<file path="config.mk">
export PLATFORM = sky130hd
export DESIGN_NAME = audio_path_ctrl_flat
export DESIGN_NICKNAME = d
export VERILOG_FILES = /design/src/rtl/audio_path_ctrl_if.sv /design/src/rtl/audio_path_ctrl.sv /design/src/flat_wrapper.sv
export SDC_FILE = /design/constraint.sdc
export NUM_CORES = 1
export LEC_CHECK = 0
export CELL_PAD_IN_SITES_DETAIL_PLACEMENT = 1
export CELL_PAD_IN_SITES_GLOBAL_PLACEMENT = 2
export CORE_UTILIZATION = 34
export DETAILED_ROUTE_END_ITERATION = 10
export PLACE_DENSITY = 0.94
export SYNTH_ARGS = -nofsm -noshare
export SYNTH_HDL_FRONTEND = slang
export SYNTH_SLANG_ARGS = --single-unit
</file>
<file path="constraint.sdc">
create_clock -name i_mclk -period 3 [get_ports i_mclk]
set_input_delay 0.75 -clock i_mclk [delete_from_list [all_inputs] [get_ports i_mclk]]
set_output_delay 0.75 -clock i_mclk [all_outputs]
set_load 0.02 [all_outputs]
</file>
<file path="src/rtl/audio_path_ctrl_if.sv">
// ----------------------------------------------------------------------------
// audio_path_ctrl_if
// Purpose : Sample bus between the dry/wet effect-chain outputs, the source
//           selector and the codec serializer.
// Signals : dry_*_in / wet_*_in    24-bit source samples
//           dry_sp_* / wet_sp_*    source sample-valid strobes
//           data_*_out             selected 24-bit output samples
//           sp_*_out               one-cycle output sample strobes
// Modports: master - sample source / serializer side (drives inputs)
//           slave  - the path controller (drives outputs)
// ----------------------------------------------------------------------------
interface audio_path_ctrl_if;
    logic [23:0] dry_left_in;
    logic [23:0] dry_right_in;
    logic        dry_sp_left;
    logic        dry_sp_right;
    logic [23:0] wet_left_in;
    logic [23:0] wet_right_in;
    logic        wet_sp_left;
    logic        wet_sp_right;
    logic [23:0] data_left_out;
    logic [23:0] data_right_out;
    logic        sp_left_out;
    logic        sp_right_out;

    modport master (
        output dry_left_in, dry_right_in, dry_sp_left, dry_sp_right,
        output wet_left_in, wet_right_in, wet_sp_left, wet_sp_right,
        input  data_left_out, data_right_out, sp_left_out, sp_right_out
    );

    modport slave (
        input  dry_left_in, dry_right_in, dry_sp_left, dry_sp_right,
        input  wet_left_in, wet_right_in, wet_sp_left, wet_sp_right,
        output data_left_out, data_right_out, sp_left_out, sp_right_out
    );
endinterface

</file>
<file path="src/rtl/audio_path_ctrl.sv">
// ----------------------------------------------------------------------------
// audio_path_ctrl
// Purpose : Selects dry (passthrough) or wet (effect) audio for the output
//           stage, runs the 256-cycle sample frame and debounces the user
//           button. Each accepted press toggles the source through a
//           click-free MUTE -> SWAP -> HOLD sequence.
// Ports   : i_mclk   12.288 MHz clock
//           i_reset  synchronous active-high reset
//           i_btn    raw asynchronous push button
//           bus      sample bus (slave modport): inputs, strobes, outputs
//           o_mode   0 = dry, 1 = wet
//           o_muted  high whenever the sequencer is not in RUN
// ----------------------------------------------------------------------------
module audio_path_ctrl #(
    parameter int          DB_W            = 17,
    parameter int          DEBOUNCE_CYCLES = 122880,
    parameter int          MUTE_FRAMES     = 8,
    parameter logic [7:0]  LEFT_SLOT       = 8'hFF,
    parameter logic [7:0]  RIGHT_SLOT      = 8'h7F
) (
    input  logic              i_mclk,
    input  logic              i_reset,
    input  logic              i_btn,
    audio_path_ctrl_if.slave  bus,
    output logic              o_mode,
    output logic              o_muted
);

    localparam int              FRM_W    = (MUTE_FRAMES > 1) ? $clog2(MUTE_FRAMES) : 1;
    localparam logic [FRM_W-1:0] FRM_LAST = FRM_W'(MUTE_FRAMES - 1);
    localparam logic [DB_W-1:0]  DB_LAST  = DB_W'(DEBOUNCE_CYCLES - 1);

    typedef enum logic [1:0] {
        ST_RUN  = 2'd0,
        ST_MUTE = 2'd1,
        ST_SWAP = 2'd2,
        ST_HOLD = 2'd3
    } state_t;

    // Frame and capture registers
    logic [7:0]       r_cnt256;
    logic [23:0]      r_dry_left;
    logic [23:0]      r_dry_right;
    logic [23:0]      r_wet_left;
    logic [23:0]      r_wet_right;
    logic [23:0]      r_data_left;
    logic [23:0]      r_data_right;
    logic             r_sp_left;
    logic             r_sp_right;

    // Debounce registers
    logic             r_btn_meta;
    logic             r_btn_sync;
    logic             r_btn_stable;
    logic [DB_W-1:0]  r_db_cnt;
    logic             r_req;

    // Sequencer registers
    state_t           r_state;
    logic [FRM_W-1:0] r_frm_cnt;
    logic             r_mode;
    logic             r_muted;

    // Combinational nets
    logic             w_left_slot;
    logic             w_right_slot;
    logic             w_frm_last;
    logic             w_db_diff;
    logic             w_db_accept;
    state_t           w_state_nxt;
    logic             w_frm_clr;
    logic             w_frm_inc;
    logic             w_mode_tgl;
    logic [23:0]      w_left_sel;
    logic [23:0]      w_right_sel;

    assign w_left_slot  = (r_cnt256 == LEFT_SLOT);
    assign w_right_slot = (r_cnt256 == RIGHT_SLOT);
    assign w_frm_last   = (r_frm_cnt == FRM_LAST);
    assign w_db_diff    = (r_btn_sync != r_btn_stable);
    assign w_db_accept  = w_db_diff && (r_db_cnt == DB_LAST);

    // Free-running frame counter, wraps 8'hFF -> 8'h00
    always_ff @(posedge i_mclk) begin
        if (i_reset) begin
            r_cnt256 <= 8'd0;
        end else begin
            r_cnt256 <= r_cnt256 + 8'd1;
        end
    end

    // Unconditional capture of each source on its own strobe
    always_ff @(posedge i_mclk) begin
        if (i_reset) begin
            r_dry_left  <= 24'h000000;
            r_dry_right <= 24'h000000;
            r_wet_left  <= 24'h000000;
            r_wet_right <= 24'h000000;
        end else begin
            if (bus.dry_sp_left)  r_dry_left  <= bus.dry_left_in;
            if (bus.dry_sp_right) r_dry_right <= bus.dry_right_in;
            if (bus.wet_sp_left)  r_wet_left  <= bus.wet_left_in;
            if (bus.wet_sp_right) r_wet_right <= bus.wet_right_in;
        end
    end

    // Output source select: silence while muted, else wet or dry by mode
    always_comb begin
        w_left_sel  = 24'h000000;
        w_right_sel = 24'h000000;
        if (r_muted) begin
            w_left_sel  = 24'h000000;
            w_right_sel = 24'h000000;
        end else if (r_mode) begin
            w_left_sel  = r_wet_left;
            w_right_sel = r_wet_right;
        end else begin
            w_left_sel  = r_dry_left;
            w_right_sel = r_dry_right;
        end
    end

    // Output slot registers; the strobe lands in the cycle after the slot
    // together with the data, and a capture in the slot cycle itself is only
    // seen in the following frame.
    always_ff @(posedge i_mclk) begin
        if (i_reset) begin
            r_data_left  <= 24'h000000;
            r_data_right <= 24'h000000;
            r_sp_left    <= 1'b0;
            r_sp_right   <= 1'b0;
        end else begin
            r_sp_left  <= w_left_slot;
            r_sp_right <= w_right_slot;
            if (w_left_slot)  r_data_left  <= w_left_sel;
            if (w_right_slot) r_data_right <= w_right_sel;
        end
    end

    // Button synchronizer, debounce counter and press request pulse
    always_ff @(posedge i_mclk) begin
        if (i_reset) begin
            r_btn_meta   <= 1'b0;
            r_btn_sync   <= 1'b0;
            r_btn_stable <= 1'b0;
            r_db_cnt     <= {DB_W{1'b0}};
            r_req        <= 1'b0;
        end else begin
            r_btn_meta <= i_btn;
            r_btn_sync <= r_btn_meta;
            if (w_db_accept) begin
                r_btn_stable <= r_btn_sync;
                r_db_cnt     <= {DB_W{1'b0}};
            end else if (w_db_diff) begin
                r_db_cnt     <= r_db_cnt + {{(DB_W-1){1'b0}}, 1'b1};
            end else begin
                r_db_cnt     <= {DB_W{1'b0}};
            end
            // Only a newly accepted high level is a press
            r_req <= w_db_accept & r_btn_sync;
        end
    end

    // Sequencer state register
    always_ff @(posedge i_mclk) begin
        if (i_reset) begin
            r_state <= ST_RUN;
        end else begin
            r_state <= w_state_nxt;
        end
    end

    // Sequencer next-state logic; requests outside RUN are dropped
    always_comb begin
        w_state_nxt = r_state;
        case (r_state)
            ST_RUN: begin
                if (r_req) w_state_nxt = ST_MUTE;
                else       w_state_nxt = ST_RUN;
            end
            ST_MUTE: begin
                if (w_left_slot && w_frm_last) w_state_nxt = ST_SWAP;
                else                           w_state_nxt = ST_MUTE;
            end
            ST_SWAP: begin
                w_state_nxt = ST_HOLD;
            end
            ST_HOLD: begin
                if (w_left_slot && w_frm_last) w_state_nxt = ST_RUN;
                else                           w_state_nxt = ST_HOLD;
            end
            default: begin
                w_state_nxt = ST_RUN;
            end
        endcase
    end

    // Sequencer outputs: frame-count control and the mode toggle
    always_comb begin
        w_frm_clr  = 1'b0;
        w_frm_inc  = 1'b0;
        w_mode_tgl = 1'b0;
        case (r_state)
            ST_RUN: begin
                w_frm_clr = r_req;
            end
            ST_MUTE, ST_HOLD: begin
                w_frm_inc = w_left_slot;
            end
            ST_SWAP: begin
                w_frm_clr  = 1'b1;
                w_mode_tgl = 1'b1;
            end
            default: begin
                w_frm_clr  = 1'b0;
                w_frm_inc  = 1'b0;
                w_mode_tgl = 1'b0;
            end
        endcase
    end

    // Frame counter, mode and muted flag; muted follows the next state so
    // it is a plain register that equals (state != RUN) every cycle.
    always_ff @(posedge i_mclk) begin
        if (i_reset) begin
            r_frm_cnt <= {FRM_W{1'b0}};
            r_mode    <= 1'b0;
            r_muted   <= 1'b0;
        end else begin
            if (w_frm_clr) begin
                r_frm_cnt <= {FRM_W{1'b0}};
            end else if (w_frm_inc) begin
                r_frm_cnt <= r_frm_cnt + {{(FRM_W-1){1'b0}}, 1'b1};
            end
            if (w_mode_tgl) r_mode <= ~r_mode;
            r_muted <= (w_state_nxt != ST_RUN);
        end
    end

    assign bus.data_left_out  = r_data_left;
    assign bus.data_right_out = r_data_right;
    assign bus.sp_left_out    = r_sp_left;
    assign bus.sp_right_out   = r_sp_right;
    assign o_mode             = r_mode;
    assign o_muted            = r_muted;

endmodule
</file>
<file path="src/flat_wrapper.sv">
// flat-port wrapper written by rule: the top's interface ports become plain ports
module audio_path_ctrl_flat 
#(
    parameter int          DB_W            = 17,
    parameter int          DEBOUNCE_CYCLES = 122880,
    parameter int          MUTE_FRAMES     = 8,
    parameter logic [7:0]  LEFT_SLOT       = 8'hFF,
    parameter logic [7:0]  RIGHT_SLOT      = 8'h7F
)
  (i_mclk, i_reset, i_btn, o_mode, o_muted, bus_dry_left_in, bus_dry_right_in, bus_dry_sp_left, bus_dry_sp_right, bus_wet_left_in, bus_wet_right_in, bus_wet_sp_left, bus_wet_sp_right, bus_data_left_out, bus_data_right_out, bus_sp_left_out, bus_sp_right_out);
  audio_path_ctrl_if bus_i ();
  input  logic i_mclk;
  input  logic i_reset;
  input  logic i_btn;
  output logic o_mode;
  output logic o_muted;
  input wire logic [$bits(bus_i.dry_left_in)-1:0] bus_dry_left_in;
  input wire logic [$bits(bus_i.dry_right_in)-1:0] bus_dry_right_in;
  input wire logic [$bits(bus_i.dry_sp_left)-1:0] bus_dry_sp_left;
  input wire logic [$bits(bus_i.dry_sp_right)-1:0] bus_dry_sp_right;
  input wire logic [$bits(bus_i.wet_left_in)-1:0] bus_wet_left_in;
  input wire logic [$bits(bus_i.wet_right_in)-1:0] bus_wet_right_in;
  input wire logic [$bits(bus_i.wet_sp_left)-1:0] bus_wet_sp_left;
  input wire logic [$bits(bus_i.wet_sp_right)-1:0] bus_wet_sp_right;
  output wire logic [$bits(bus_i.data_left_out)-1:0] bus_data_left_out;
  output wire logic [$bits(bus_i.data_right_out)-1:0] bus_data_right_out;
  output wire logic [$bits(bus_i.sp_left_out)-1:0] bus_sp_left_out;
  output wire logic [$bits(bus_i.sp_right_out)-1:0] bus_sp_right_out;
  assign bus_i.dry_left_in = bus_dry_left_in;
  assign bus_i.dry_right_in = bus_dry_right_in;
  assign bus_i.dry_sp_left = bus_dry_sp_left;
  assign bus_i.dry_sp_right = bus_dry_sp_right;
  assign bus_i.wet_left_in = bus_wet_left_in;
  assign bus_i.wet_right_in = bus_wet_right_in;
  assign bus_i.wet_sp_left = bus_wet_sp_left;
  assign bus_i.wet_sp_right = bus_wet_sp_right;
  assign bus_data_left_out = bus_i.data_left_out;
  assign bus_data_right_out = bus_i.data_right_out;
  assign bus_sp_left_out = bus_i.sp_left_out;
  assign bus_sp_right_out = bus_i.sp_right_out;
  audio_path_ctrl #(.DB_W(DB_W), .DEBOUNCE_CYCLES(DEBOUNCE_CYCLES), .MUTE_FRAMES(MUTE_FRAMES), .LEFT_SLOT(LEFT_SLOT), .RIGHT_SLOT(RIGHT_SLOT)) u_core (.i_mclk(i_mclk), .i_reset(i_reset), .i_btn(i_btn), .bus(bus_i), .o_mode(o_mode), .o_muted(o_muted));
endmodule
</file>
==> impl_metrics.xml, run 1 <==
<?xml version="1.0" encoding="UTF-8"?>
<metrics>
  <group name="clock_tree">
    <metric name="cts.path.max_buffers" unit="">2</metric>
    <metric name="clk-insertion-delay-late" unit="ns">0.43</metric>
    <metric name="tritoncts.num_buffers" unit="">17</metric>
    <metric name="cts_tree" unit="">yes</metric>
    <metric name="cts_resized" unit="">0</metric>
    <metric name="number_of_post_cts_setup_repair_buffers" unit="">0</metric>
    <metric name="ctsHoldBuffers" unit="">0</metric>
    <metric name="clock-sinks" unit="">182</metric>
    <metric name="cts_htree_levels" unit="">4</metric>
    <metric name="root_buffer" unit="">sky130_fd_sc_hd__clkbuf_16</metric>
    <metric name="clock_transition_at_the_registers_of_the_reported_paths" unit="ns">0.07</metric>
  </group>
  <group name="sta">
    <metric name="final_max_slew_viol_count" unit="">0</metric>
    <metric name="final.period_utilization" unit="%">74.5</metric>
    <metric name="worst_slew_pin_slew" unit="ns">0.945</metric>
    <metric name="skew" unit="ns">0.0104</metric>
    <metric name="max_freq" unit="GHz">0.448</metric>
    <metric name="period_minus_slack" unit="ns">2.23</metric>
    <metric name="final-hold-violation-count" unit="">0</metric>
    <metric name="rsz0062_at_grt" unit="">no</metric>
    <metric name="fin_tns_setup" unit="ns">0</metric>
    <metric name="setup_violations" unit="">0</metric>
    <metric name="final.hold.worst_slack" unit="ns">0.449</metric>
    <metric name="slew_headroom" unit="%">37.0</metric>
  </group>
  <group name="floorplan">
    <metric name="rows" unit="">53</metric>
    <metric name="design.die.area" unit="um^2">22000</metric>
    <metric name="start_util" unit="%">34.6</metric>
    <metric name="top_level_ports" unit="">155</metric>
    <metric name="die_boundary_width" unit="um">148</metric>
    <metric name="fp.dieH" unit="um">148</metric>
    <metric name="design.core.area" unit="um^2">21000</metric>
  </group>
  <group name="routing">
    <metric name="drcViolationCount" unit="">0</metric>
    <metric name="drtPass1Iterations" unit="">4</metric>
    <metric name="avgViaCountPerCell" unit="">4.82</metric>
    <metric name="postRouteAntennaNets" unit="">0</metric>
    <metric name="initialDrtViolationCount" unit="">206</metric>
    <metric name="wirelength" unit="um">18300</metric>
    <metric name="routed-via-count" unit="">5615</metric>
    <metric name="detail_route.wl_per_cell" unit="um">15.7</metric>
  </group>
  <group name="logic_synthesis">
    <metric name="top_flip_flop_cell_by_instance_count_after_synthesis" unit="">sky130_fd_sc_hd__dfxtp_1</metric>
    <metric name="synth_enable_flop_cells" unit="">0</metric>
    <metric name="yosys.cell_count.top_type" unit="">sky130_fd_sc_hd__dfxtp_1</metric>
    <metric name="mappedNetlistArea" unit="um^2">7270</metric>
    <metric name="yosys_warnings" unit="">0</metric>
    <metric name="yosys.cell_types.count" unit="">42</metric>
    <metric name="post_synth_most_frequent_cells" unit="">sky130_fd_sc_hd__dfxtp_1 (182), sky130_fd_sc_hd__mux2i_1 (147), sky130_fd_sc_hd__nor2_1 (128)</metric>
    <metric name="ys_seq_elements" unit="">182</metric>
    <metric name="synth-seq-area-share" unit="%">50.1</metric>
    <metric name="synth.top_cell.area_share" unit="%">50.1</metric>
    <metric name="synth_top_cells_by_area" unit="">sky130_fd_sc_hd__dfxtp_1 (50%), sky130_fd_sc_hd__mux2i_1 (20%), sky130_fd_sc_hd__nor2_1 (6.6%), sky130_fd_sc_hd__or3_1 (4.3%), sky130_fd_sc_hd__a21oi_1 (3.8%)</metric>
    <metric name="netlist.top_cell.by_area" unit="">sky130_fd_sc_hd__dfxtp_1</metric>
    <metric name="synth_fp_nets" unit="">856</metric>
    <metric name="synth.avg_cell_area" unit="um^2">9.71</metric>
    <metric name="synthArstFlopShare" unit="%">0</metric>
    <metric name="postSynthCellCount" unit="">749</metric>
  </group>
  <group name="setup_path">
    <metric name="cp_cell_sequence" unit="">ha_1 &gt; and3_1 &gt; nand3_4 &gt; or3_1 &gt; a21oi_1</metric>
    <metric name="timing.critical_path.arrival" unit="ns">2.59</metric>
    <metric name="critPathKind" unit="">reg -&gt; reg</metric>
    <metric name="critical_path_required" unit="ns">3.36</metric>
    <metric name="critical-path-slowest-cell" unit="">sky130_fd_sc_hd__or3_1</metric>
    <metric name="cp_max_fo" unit="">52</metric>
    <metric name="critical_path.endpoint_type" unit="">flip-flop</metric>
    <metric name="setup.worst_path.start_class" unit="">flip-flop</metric>
    <metric name="max_stage_delay" unit="ns">0.54</metric>
  </group>
  <group name="global_route">
    <metric name="grt_start_max_net_pins" unit="">69</metric>
    <metric name="number_of_global_route_vias_before_repair" unit="">5690</metric>
    <metric name="grt_antenna_before_repair" unit="">0</metric>
    <metric name="grt_first_pass_wirelength" unit="um">29000</metric>
    <metric name="overflow_left_after_global_routing" unit="">0</metric>
    <metric name="grt_usage" unit="%">16.7</metric>
  </group>
  <group name="place">
    <metric name="io_port_bufs" unit="">154</metric>
    <metric name="globalplace.congestion" unit="">0.729</metric>
    <metric name="detailed_place_hpwl" unit="um">11900</metric>
    <metric name="post_dp_cell_area" unit="um^2">8980</metric>
  </group>
  <group name="job">
    <metric name="max-cap-violations" unit="">0</metric>
  </group>
  <group name="finish">
    <metric name="layout-area-overhead-vs-synth" unit="%">32.1</metric>
    <metric name="n_fill_cell" unit="">2338</metric>
    <metric name="finalNetCount" unit="">984</metric>
    <metric name="final_cell_area" unit="um^2">9610</metric>
    <metric name="layout_cell_share_with_drive_strength_beyond_1" unit="%">6.07</metric>
    <metric name="insertedDiodeCount" unit="">0</metric>
  </group>
  <group name="min_path">
    <metric name="timing.hold.worst.class" unit="">reg -&gt; reg</metric>
  </group>
  <group name="outcome">
    <metric name="outcome" unit="">finished, final reports clean</metric>
  </group>
  <group name="pwr">
    <metric name="vdd_drop_max" unit="mV">0.353</metric>
    <metric name="power_leakage" unit="nW">3.59</metric>
    <metric name="cellPowerDensity" unit="nW/um^2">551</metric>
  </group>
</metrics>
[final timing paths]
kind / start / to / slack [ns] / depth (start not counted)
setup / recovery: u_core.r_cnt256[0] / u_core.bus.data_left_out[13] / 0.77 / 5
hold / removal: u_core.r_btn_meta / u_core.r_btn_sync / 0.45 / 1
setup reg to reg: u_core.r_cnt256[0] / u_core.bus.data_left_out[13] / 0.77 / 5
hold reg to reg: u_core.r_btn_meta / u_core.r_btn_sync / 0.45 / 1
[power breakdown]
group	switching [mW]	internal [mW]	total (mW)	leakage [nW]
clock network	1.04	1.35	2.39	0.305
registers	0.0434	2.50	2.54	1.49
logic	0.150	0.215	0.365	1.80
[registers in the layout (all words and copies together), names as in the netlist]
signal / count
u_core.bus.data_left_out: 24
u_core.bus.data_right_out: 24
u_core.bus.sp_left_out: 1
u_core.bus.sp_right_out: 1
u_core.o_mode: 1
u_core.o_muted: 1
u_core.r_btn_meta: 1
u_core.r_btn_stable: 1
u_core.r_btn_sync: 1
u_core.r_cnt256: 8
u_core.r_db_cnt: 17
u_core.r_dry_left: 24
u_core.r_dry_right: 24
u_core.r_frm_cnt: 3
u_core.r_req: 1
u_core.r_state: 2
u_core.r_wet_left: 24
u_core.r_wet_right: 24
[layout by cell type (no fill, tap or decap), types with 2 or more instances in the layout]
cell type | Yosys | routed
sky130_fd_sc_hd__a21oi_1 | 55 | 55
sky130_fd_sc_hd__nand4_1 | 7 | 7
sky130_fd_sc_hd__nand3_1 | 12 | 12
sky130_fd_sc_hd__nand2_1 | 54 | 54
sky130_fd_sc_hd__nor2b_1 | 4 | 4
sky130_fd_sc_hd__bufinv_16 | 0 | 3
sky130_fd_sc_hd__clkbuf_16 | 0 | 17
sky130_fd_sc_hd__and4_1 | 2 | 2
sky130_fd_sc_hd__inv_1 | 4 | 4
sky130_fd_sc_hd__buf_4 | 2 | 10
sky130_fd_sc_hd__nor3_1 | 2 | 2
sky130_fd_sc_hd__ha_1 | 4 | 4
sky130_fd_sc_hd__o21ai_0 | 2 | 2
sky130_fd_sc_hd__dfxtp_1 | 182 | 181
sky130_fd_sc_hd__mux2i_1 | 147 | 147
sky130_fd_sc_hd__or3_1 | 50 | 50
sky130_fd_sc_hd__clkdlybuf4s50_1 | 0 | 153
sky130_fd_sc_hd__nor4_1 | 3 | 3
sky130_fd_sc_hd__nor2_1 | 128 | 128
sky130_fd_sc_hd__inv_8 | 0 | 5
sky130_fd_sc_hd__inv_6 | 0 | 4
sky130_fd_sc_hd__xor2_1 | 9 | 9
sky130_fd_sc_hd__or2_2 | 2 | 2
sky130_fd_sc_hd__xnor2_1 | 11 | 11
sky130_fd_sc_hd__clkinvlp_4 | 0 | 2
[area by class of cell]
cell class                 count  area (um^2)  share of cell area (%)
timing repair buffer         163         1610                    16.7
clock buffer                  17          425                    4.43
clock inverter                15          205                    2.14
tap                          275          344                    3.58
sequential                   182         3650                    38.0
multi-input combinational    509         3360                    35.0
inverter                       4         15.0                   0.156
[worst max-delay path: cells and delay by family, from the launching register on]
kind            cells  cell delay, ns
compound gates      1            0.18
fa+ha+maj           1            0.20
flops               1            0.38
simple gates        3            1.40
[per-layer routing]
| metal | up-vias | share of wire, % | track usage (%) |
|---|---|---|---|
| met4 | 0 | 1.1 | 5.10 |
| met1 | 2684 | 48 | 21.4 |
| li1 | 2814 | - | - |
| met2 | 100 | 48 | 28.2 |
| met3 | 17 | 3.4 | 3.31 |
| met5 | - | 0 | 0 |
[metrics by stage]
step / instances / util (%) / setup WS [ns] / power [mW]
global placement: 1133 / 42.7 / 0.871 / 2.95
floorplan: 749 / - / 1.26 / 2.77
finish: 1165 / 45.7 / 0.765 / 5.29
CTS: 1165 / 45.7 / 0.735 / 5.36
detailed placement: 1133 / 42.7 / 0.796 / 2.96
global route: 1165 / 45.7 / 0.608 / 5.50
[logic make-up after synthesis]
| group | Yosys count | synth area share [%] |
|---|---|---|
| fa+ha+maj | 4 | 0.688 |
| flops | 182 | 50.1 |
| mux | 147 | 20.2 |
| simple gates | 277 | 18.4 |
| compound gates | 61 | 4.51 |
| buf+inv | 58 | 3.61 |
| xor+xnor | 20 | 2.41 |
Note: power is estimated with default switching activity, not from simulation.
==> inputs of run 2 (changes only) <==
--- a/config.mk
+++ b/config.mk
@@ -7,9 +7,9 @@
 export LEC_CHECK = 0
 export CELL_PAD_IN_SITES_DETAIL_PLACEMENT = 1
 export CELL_PAD_IN_SITES_GLOBAL_PLACEMENT = 2
-export CORE_UTILIZATION = 34
+export CORE_UTILIZATION = 31
 export DETAILED_ROUTE_END_ITERATION = 10
-export PLACE_DENSITY = 0.94
+export PLACE_DENSITY = 0.87
 export SYNTH_ARGS = -nofsm -noshare
 export SYNTH_HDL_FRONTEND = slang
 export SYNTH_SLANG_ARGS = --single-unit
==> constraint.sdc (replaced) <==
create_clock -name i_mclk -period 2.1 [get_ports i_mclk]
set_input_delay 0.525 -clock i_mclk [delete_from_list [all_inputs] [get_ports i_mclk]]
set_output_delay 0.525 -clock i_mclk [all_outputs]
set_load 0.02 [all_outputs]
==> run 2 against run 1 <==
First-iteration DRC count decreased by 5.8%; global-route usage is 1.2 points lower; clock power is 32% higher; sequential share of layout area down 0.47 points; die area rose by 9.5%; critical path type is now reg -> out; critical endpoint is now bus_data_left_out[23]; largest cell class unchanged.
==> impl_metrics.xml, run 2 (same netlist as run 1, synthesis figures left out) <==
<?xml version="1.0" encoding="UTF-8"?>
<metrics>
  <group name="global_route">
    <metric name="grt_first_pass_wirelength" unit="um">29600</metric>
    <metric name="overflow_left_after_global_routing" unit="">0</metric>
    <metric name="grt_usage" unit="%">15.5</metric>
    <metric name="grt_antenna_before_repair" unit="">0</metric>
    <metric name="number_of_global_route_vias_before_repair" unit="">5844</metric>
    <metric name="grt_start_max_net_pins" unit="">92</metric>
  </group>
  <group name="floorplan">
    <metric name="rows" unit="">55</metric>
    <metric name="top_level_ports" unit="">155</metric>
    <metric name="design.core.area" unit="um^2">22800</metric>
    <metric name="start_util" unit="%">31.8</metric>
    <metric name="die_boundary_width" unit="um">155</metric>
    <metric name="fp.dieH" unit="um">155</metric>
    <metric name="design.die.area" unit="um^2">24100</metric>
  </group>
  <group name="clock_tree">
    <metric name="cts_tree" unit="">yes</metric>
    <metric name="number_of_post_cts_setup_repair_buffers" unit="">0</metric>
    <metric name="cts_htree_levels" unit="">4</metric>
    <metric name="root_buffer" unit="">sky130_fd_sc_hd__clkbuf_16</metric>
    <metric name="clock-sinks" unit="">182</metric>
    <metric name="clk-insertion-delay-late" unit="ns">0.43</metric>
    <metric name="cts.path.max_buffers" unit="">2</metric>
    <metric name="ctsHoldBuffers" unit="">0</metric>
    <metric name="tritoncts.num_buffers" unit="">17</metric>
    <metric name="clock_transition_at_the_registers_of_the_reported_paths" unit="ns">0.07</metric>
    <metric name="cts_resized" unit="">0</metric>
  </group>
  <group name="finish">
    <metric name="layout_cell_share_with_drive_strength_beyond_1" unit="%">6.38</metric>
    <metric name="finalNetCount" unit="">987</metric>
    <metric name="n_fill_cell" unit="">2580</metric>
    <metric name="layout_common_cells" unit="">sky130_fd_sc_hd__dfxtp_1 (181), sky130_fd_sc_hd__clkdlybuf4s50_1 (153), sky130_fd_sc_hd__mux2i_1 (147)</metric>
    <metric name="insertedDiodeCount" unit="">0</metric>
    <metric name="final_cell_area" unit="um^2">9730</metric>
    <metric name="layout-area-overhead-vs-synth" unit="%">33.8</metric>
    <metric name="mostFrequentLayoutCell" unit="">sky130_fd_sc_hd__dfxtp_1</metric>
  </group>
  <group name="setup_path">
    <metric name="critical_path.endpoint_type" unit="">output pin</metric>
    <metric name="setup.worst_path.start_class" unit="">flip-flop</metric>
    <metric name="cp_max_fo" unit="">2</metric>
    <metric name="cp_cell_sequence" unit="">clkdlybuf4s50_1</metric>
    <metric name="timing.critical_path.arrival" unit="ns">1.42</metric>
    <metric name="critPathKind" unit="">reg -&gt; out</metric>
    <metric name="critical-path-slowest-cell" unit="">sky130_fd_sc_hd__clkdlybuf4s50_1</metric>
    <metric name="regToRegSetupSlack" unit="ns">0.24</metric>
    <metric name="max_stage_delay" unit="ns">0.64</metric>
    <metric name="critical_path.top_delay_family" unit="">buffers and inverters</metric>
    <metric name="critical_path_required" unit="ns">1.57</metric>
    <metric name="cp.buffers_inverters" unit="">1</metric>
  </group>
  <group name="outcome">
    <metric name="outcome" unit="">finished, final reports clean</metric>
  </group>
  <group name="routing">
    <metric name="drtPass1Iterations" unit="">4</metric>
    <metric name="wirelength" unit="um">18400</metric>
    <metric name="initialDrtViolationCount" unit="">194</metric>
    <metric name="detail_route.wl_per_cell" unit="um">15.3</metric>
    <metric name="drcViolationCount" unit="">0</metric>
    <metric name="avgViaCountPerCell" unit="">4.67</metric>
    <metric name="postRouteAntennaNets" unit="">0</metric>
    <metric name="routed-via-count" unit="">5638</metric>
  </group>
  <group name="sta">
    <metric name="max_freq" unit="GHz">0.513</metric>
    <metric name="rsz0062_at_grt" unit="">no</metric>
    <metric name="final-hold-violation-count" unit="">0</metric>
    <metric name="skew" unit="ns">0.0121</metric>
    <metric name="fin_tns_setup" unit="ns">0</metric>
    <metric name="period_minus_slack" unit="ns">1.95</metric>
    <metric name="setup_violations" unit="">0</metric>
    <metric name="final_max_slew_viol_count" unit="">0</metric>
    <metric name="postLayoutSetupSlackWorst" unit="ns">0.150</metric>
    <metric name="worst_slew_pin_slew" unit="ns">0.659</metric>
    <metric name="slew_headroom" unit="%">55.6</metric>
    <metric name="final.period_utilization" unit="%">92.9</metric>
    <metric name="final.hold.worst_slack" unit="ns">0.434</metric>
  </group>
  <group name="job">
    <metric name="max-cap-violations" unit="">0</metric>
  </group>
  <group name="place">
    <metric name="detailed_place_hpwl" unit="um">12100</metric>
    <metric name="globalplace.congestion" unit="">0.706</metric>
    <metric name="placement.setup.worst_slack" unit="ns">0.243</metric>
    <metric name="io_port_bufs" unit="">154</metric>
    <metric name="post_dp_cell_area" unit="um^2">9150</metric>
  </group>
  <group name="pwr">
    <metric name="cellPowerDensity" unit="nW/um^2">751</metric>
    <metric name="vdd_drop_max" unit="mV">0.410</metric>
    <metric name="power_leakage" unit="nW">3.62</metric>
  </group>
  <group name="min_path">
    <metric name="timing.hold.worst.class" unit="">reg -&gt; reg</metric>
  </group>
</metrics>
## run 2: cell types whose count changed in the layout (fill, tap and decap cells not counted), sizes merged
| cell | before | now |
|---|---|---|
| buf | 10 | 13 |
| clkinvlp | 2 | 1 |
| bufinv | 3 | 0 |
| clkinv | 1 | 3 |
| clkbuf | 17 | 19 |
## run 2: worst reg2reg max path: cells and delay by family (launching register included)
| kind | cells | cell delay (ns) |
|---|---|---|
| adder cells (fa/ha/maj) | 1 | 0.20 |
| AO/OA/AOI/OAI | 1 | 0.16 |
| flip-flops | 1 | 0.38 |
| AND/OR/NAND/NOR | 3 | 0.86 |
| buffers and inverters | 1 | 0.20 |
## run 2: power breakdown
group	internal, mW	leakage, nW	switching, mW
clock	1.65	0.286	1.50
sequential	3.56	1.49	0.0615
combinational	0.320	1.85	0.215
## run 2: cell type report
cell class	instances	area, um^2	area share, %
Sequential cell	182	3650	37.5
Clock inverter	13	128	1.31
Multi-Input combinational cell	509	3360	34.6
Inverter	4	15.0	0.154
Timing Repair Buffer	166	1730	17.8
Tap cell	313	392	4.03
Clock buffer	19	453	4.66
## run 2: path summary, 6_finish.rpt
check                                from                       endpoint  cells past startpoint
max          u_core.bus.data_left_out[23]          bus_data_left_out[23]                      1
min                     u_core.r_btn_meta              u_core.r_btn_sync                      1
max reg2reg            u_core.r_cnt256[0]  u_core.bus.data_right_out[18]                      6
min reg2reg             u_core.r_btn_meta              u_core.r_btn_sync                      1
## run 2: stage by stage
stage	std cells	utilization, %	power, mW
finish	1206	42.6	7.31
global route	1206	42.6	7.61
CTS	1206	42.6	7.43
detailed placement	1174	40.0	4.25
global placement	1174	40.0	4.23
floorplan	749	-	3.96
## run 2: layer usage
metal	vias up	wire, um	GRT usage, %
met3	17	650	3.18
met1	2698	8730	19.4
met2	110	8770	26.7
met5	-	0	0
li1	2813	-	-
met4	0	261	4.90
